[config.mk]
export PLATFORM = sky130hd
export DESIGN_NAME = wptr_full_sync
export DESIGN_NICKNAME = d
export VERILOG_FILES = /design/src/rtl/wptr_full_sync.sv
export SDC_FILE = /design/constraint.sdc
export NUM_CORES = 1
export LEC_CHECK = 0
export ABC_AREA = 1
export CORE_MARGIN = 2
export CORE_UTILIZATION = 33
export CTS_CLUSTER_SIZE = 10
export DETAILED_ROUTE_END_ITERATION = 8
export SYNTH_ARGS = -nofsm -noshare
export SYNTH_HDL_FRONTEND = slang
export SYNTH_SLANG_ARGS = --single-unit
[constraint.sdc]
create_clock -name wclk -period 7.1 [get_ports wclk]
set_clock_uncertainty 0.05 [all_clocks]
set_input_delay 1.775 -clock wclk [delete_from_list [all_inputs] [get_ports wclk]]
set_output_delay 1.775 -clock wclk [all_outputs]
set_load 0.03 [all_outputs]
[src/rtl/wptr_full_sync.sv]
// Write-side pointer and status stage of a dual-clock FIFO. It synchronises the
// Gray read pointer into wclk and produces the write address, the Gray write pointer and the registered status.
module wptr_full_sync #(
  parameter int ADDRSIZE     = 4,
  parameter int AFULL_THRESH = (1 << ADDRSIZE) - 2
) (
  input  logic                wclk,
  input  logic                wrst_n,
  input  logic                winc,
  input  logic [ADDRSIZE:0]   rptr,
  output logic                wclken,
  output logic [ADDRSIZE-1:0] waddr,
  output logic [ADDRSIZE:0]   wptr,
  output logic                wfull,
  output logic                walmost_full,
  output logic [ADDRSIZE:0]   wlevel,
  output logic                woverflow
);

  localparam int PW = ADDRSIZE + 1;
  localparam logic [PW-1:0] AF_T = PW'(AFULL_THRESH);

  logic [PW-1:0] r_wbin;
  logic [PW-1:0] r_wptr;
  logic [PW-1:0] r_wq1_rptr;
  logic [PW-1:0] r_wq2_rptr;
  logic [PW-1:0] r_wlevel;
  logic          r_wfull;
  logic          r_walmost_full;
  logic          r_woverflow;

  logic [PW-1:0] w_wbinnext;
  logic [PW-1:0] w_wgraynext;
  logic [PW-1:0] w_rbin;
  logic [PW-1:0] w_diff;
  logic [PW-1:0] w_full_cmp;

  // Handshake: winc is the producer's request and wclken is the accept. A write
  // happens on an edge where wclken is high. wclken depends only on winc and the
  // registered wfull, so no combinational path from rptr to the accept exists.
  assign wclken       = winc & ~r_wfull;
  assign waddr        = r_wbin[ADDRSIZE-1:0];
  assign wptr         = r_wptr;
  assign wfull        = r_wfull;
  assign walmost_full = r_walmost_full;
  assign wlevel       = r_wlevel;
  assign woverflow    = r_woverflow;

  assign w_wbinnext  = r_wbin + PW'(wclken);
  assign w_wgraynext = (w_wbinnext >> 1) ^ w_wbinnext;

  // Gray-to-binary: each binary bit is the XOR of all Gray bits at or above it.
  always_comb begin
    w_rbin = '0;
    for (int i = 0; i < PW; i++) begin
      w_rbin[i] = ^(r_wq2_rptr >> i);
    end
  end

  assign w_diff     = w_wbinnext - w_rbin;
  assign w_full_cmp = {~r_wq2_rptr[PW-1:PW-2], r_wq2_rptr[PW-3:0]};

  always_ff @(posedge wclk) begin
    if (!wrst_n) begin
      r_wbin         <= '0;
      r_wptr         <= '0;
      r_wq1_rptr     <= '0;
      r_wq2_rptr     <= '0;
      r_wlevel       <= '0;
      r_wfull        <= 1'b0;
      r_walmost_full <= 1'b0;
      r_woverflow    <= 1'b0;
    end else begin
      r_wbin         <= w_wbinnext;
      r_wptr         <= w_wgraynext;
      r_wq1_rptr     <= rptr;
      r_wq2_rptr     <= r_wq1_rptr;
      r_wlevel       <= w_diff;
      r_wfull        <= (w_wgraynext == w_full_cmp);
      r_walmost_full <= (w_diff >= AF_T);
      r_woverflow    <= r_woverflow | (winc & r_wfull);
    end
  end

endmodule

==> metrics.md <==
| Metric | Value |
|---|---|
| Synth area leaders | dfxtp_1, nand2_1, inv_1 |
| Num CTS Buffers | 3 |
| Post-CTS sizing | 0 |
| Status | finished, final reports clean |
| M1 GR Usage | about 15% |
| Detailed placement HPWL | 1730 µm |
| Worst-skew pair later-pin latency | 0.27 ns |
| CP top delay family | buffers and inverters |
| Largest net degree at the start of global routing | 17 |
| Switching power | approximately 0.11 mW |
| Die area | between 4000 and 5000 µm² |
| Commonest non-fill, non-tap cell in the layout | nand2_1 |
| Int Power | 0.246 mW |
| Pins over their slew limit | 0 |
| Total congestion overflow | 0 |
| YS warnings | 0 |
| WHS Endpoint | r_wq2_rptr[2] |
| Antenna-violating nets left | 0 |
| Vias | between 1,000 and 1,500 |
| Rel. slew slack | between 60% and 70% |
| Cell Area, Placed | ~1600 µm² |
| Root Buffer Master | clkbuf_8 |
| Post-CTS Setup Bufs | 0 |
| Worst slew pin tran | ~0.54 ns |
| Total GRT Usage | 11.6% |
| CTS tree | yes |
| Port bufs | 25 |
| Vias in the first global route | between 800 and 900 |
| Syn_nets | about 190 |
| Clk slew on worst S/H paths | approximately 0.09 ns |
| Distinct cells, synth | 22 |
| Fin area | about 1600 µm² |
| Clock power frac | 24.1% |
| Crit path max fanout | 2 |
| Post-Syn Instances | between 150 and 200 |
| # clock sinks | 27 |
| Setup WS post-layout | ~2.2 ns |
| Antenna violations before repair | 0 |
| Final hold vios | 0 |
| Global Route met3 Usage | roughly 2.5% |
| Worst hold margin | about 0.37 ns |
| Min cycle time layout | 4.92 ns |
| Bufs and invs on worst path | 3 |
| Crit. path cell count | 4 |
| Final period util | 69.3% |
| Sw frac | 30.8% |
| Maximum vdd drop | 0.0866 mV |
| Synth Area per Inst | 7.47 µm² |
| Post-synthesis register bit count | 27 |
| Final core utilization | ~44% |
| Flop pwr share | between 40% and 50% |
| CP Launch Type | input port |
| FILL cells | ~380 |
| Met2 Use GR | a little under a fifth |
| Die X | approximately 67 µm |
| Final setup fails | 0 |
| CTS hold repair buffers | 0 |
| Req. time, crit path | 5.28 ns |
| Core ar. | around 3700 µm² |
| Most frequent CP cell | clkdlybuf4s50_1 |
| Seq/Total Area, Yosys | 41.6% |
| Max stage delay on crit path | slightly below 0.7 ns |
| DRC | 0 |
| Routability cong. | approximately 0.8 |
| WL/cell | slightly above 9 µm |
| Maximum Capacitance Violations | 0 |
| Leakage | between 0.8 and 0.9 nW |
| Hold WC Path Type | flop to flop |
| Mapped Area | roughly 1300 µm² |
| First-pass GRT wire length | ~3800 µm |
| FF-to-FF End | walmost_full |
| CTS HTree Levels | 1 |
| Hold depth | 2 |
| Crit path capture type | output port |
| Unrepaired setup endpoints after global routing | no |
| Max Clock Freq | 0.203 GHz |
| Setup TNS | 0 ns |
| Worst-case reg-to-reg path depth | 14 |
| Pre-CTS setup slack | 2.17 ns |
| DR pass1 iterations | 5 |
| Area Growth Syn to Fin | 25.6% |
| Post-synth top area share | between 40% and 50% |
| HP Start | r_wq1_rptr[2] |
| Number of core rows | 22 |
| N_diodes | 0 |
| Layout cell share with drive strength beyond 1 | around 13% |
| Most frequent cells in the layout | nand2_1, inv_1, dfxtp_1, clkdlybuf4s50_1, nor2_1 |
| Nets@finish | between 200 and 250 |
| PwrDens | approximately 220 nW/µm² |
| Critical-path cell list | clkdlybuf4s50_1 > inv_1 > nor2_1 > clkdlybuf4s50_1 |
| Crit path arrival time | between 3 and 4 ns |
| Combinational cell fraction of total power | 28.3% |
| Reg2reg setup slack | approximately 4.7 ns |
| Reg2reg start | r_wq2_rptr[4] |
| Die Y-Extent | about 67 µm |
| 1st-iter DRT viols | 20 |
| Critical path class | input port to output port |
| Via density | roughly 4.3 |
| Final WL | around 2300 µm |
| CTS Buffer Depth | 2 |
| Top Ports | 26 |
| Grt peak-use layer | met2 |
| Area leader, netlist | dfxtp_1 |
| Initial core utilization | approximately a third |
| CP max stage cell | clkdlybuf4s50_1 |
per-stage QoR:
step                instances  power (mW)
floorplan                 174       0.242
CTS                       247       0.362
global placement          243       0.274
detailed placement        243       0.275
global route              247       0.382
finish                    247       0.356
how the worst max path moves through the flow:
stage / startpoint / endpoint / slack (ns)
detailed placement: winc / wclken / 2.17
finish: winc / wclken / 2.18
CTS: winc / wclken / 2.17
floorplan: winc / wclken / 3.04
global route: winc / wclken / 2.10
global placement: winc / wclken / 2.19
synth_stat cells:
| library cell | number |
|---|---|
| nand3_1 | 12 |
| nand3b_1 | 1 |
| xor2_2 | 1 |
| dfxtp_1 | 27 |
| nand2_1 | 49 |
| fa_1 | 1 |
| clkbuf_1 | 3 |
| inv_1 | 27 |
| inv_2 | 4 |
| nand4_1 | 2 |
| xor2_1 | 3 |
| nor2_2 | 1 |
| nand3_2 | 1 |
| o21ai_0 | 1 |
| ha_1 | 5 |
| nand4_2 | 1 |
| a21oi_1 | 7 |
| nand2_4 | 1 |
| nand2_2 | 12 |
| xor2_4 | 1 |
| nor2_1 | 13 |
| buf_6 | 1 |
routing by layer:
metal  share of wire (%)  routed length [µm]
met2                  44                1020
met4                 2.0                  46
met5                   0                   0
met3                 4.5                 103
met1                  49                1130
area by class of cell:
| type | instances | area [µm²] | area share [%] |
|---|---|---|---|
| Inverter | 31 | 116 | 7.13 |
| Clock buffer | 4 | 45.0 | 2.76 |
| Sequential cell | 27 | 541 | 33.1 |
| Tap cell | 48 | 60.1 | 3.68 |
| Multi-Input combinational cell | 112 | 621 | 38.0 |
| Timing Repair Buffer | 25 | 250 | 15.3 |
sequential cells by signal, summed over array words and instances (netlist names):
signal / flops
wptr: 4
r_wq1_rptr: 5
r_wbin: 5
woverflow: 1
wfull: 1
wlevel: 5
r_wq2_rptr: 5
walmost_full: 1
worst min-delay path, delay by kind of cell, from the launching register on:
family / cells / cell delay [ns]
flip-flops: 1 / 0.31
buffers and inverters: 1 / 0.04
AND/OR/NAND/NOR: 1 / 0.04
logic make-up after synthesis:
family | Yosys count | synth area share, %
xor gates and xnor gates | 5 | 5.39
buffers and inverters | 35 | 10.7
DFF | 27 | 41.6
AOI/OAI and AO/OA | 8 | 3.08
and+or+nand+nor | 93 | 32.9
adders and majority gates | 6 | 6.35
power groups by stage:
stage | combinational (mW) | sequential, mW | clock, mW
floorplan | 0.0481 | 0.194 | 0
global placement | 0.101 | 0.173 | 0
detailed placement | 0.101 | 0.173 | 0
CTS | 0.102 | 0.170 | 0.0906
global route | 0.112 | 0.171 | 0.0988
finish | 0.100 | 0.169 | 0.0857
Note: power is estimated with default switching activity, not from simulation.
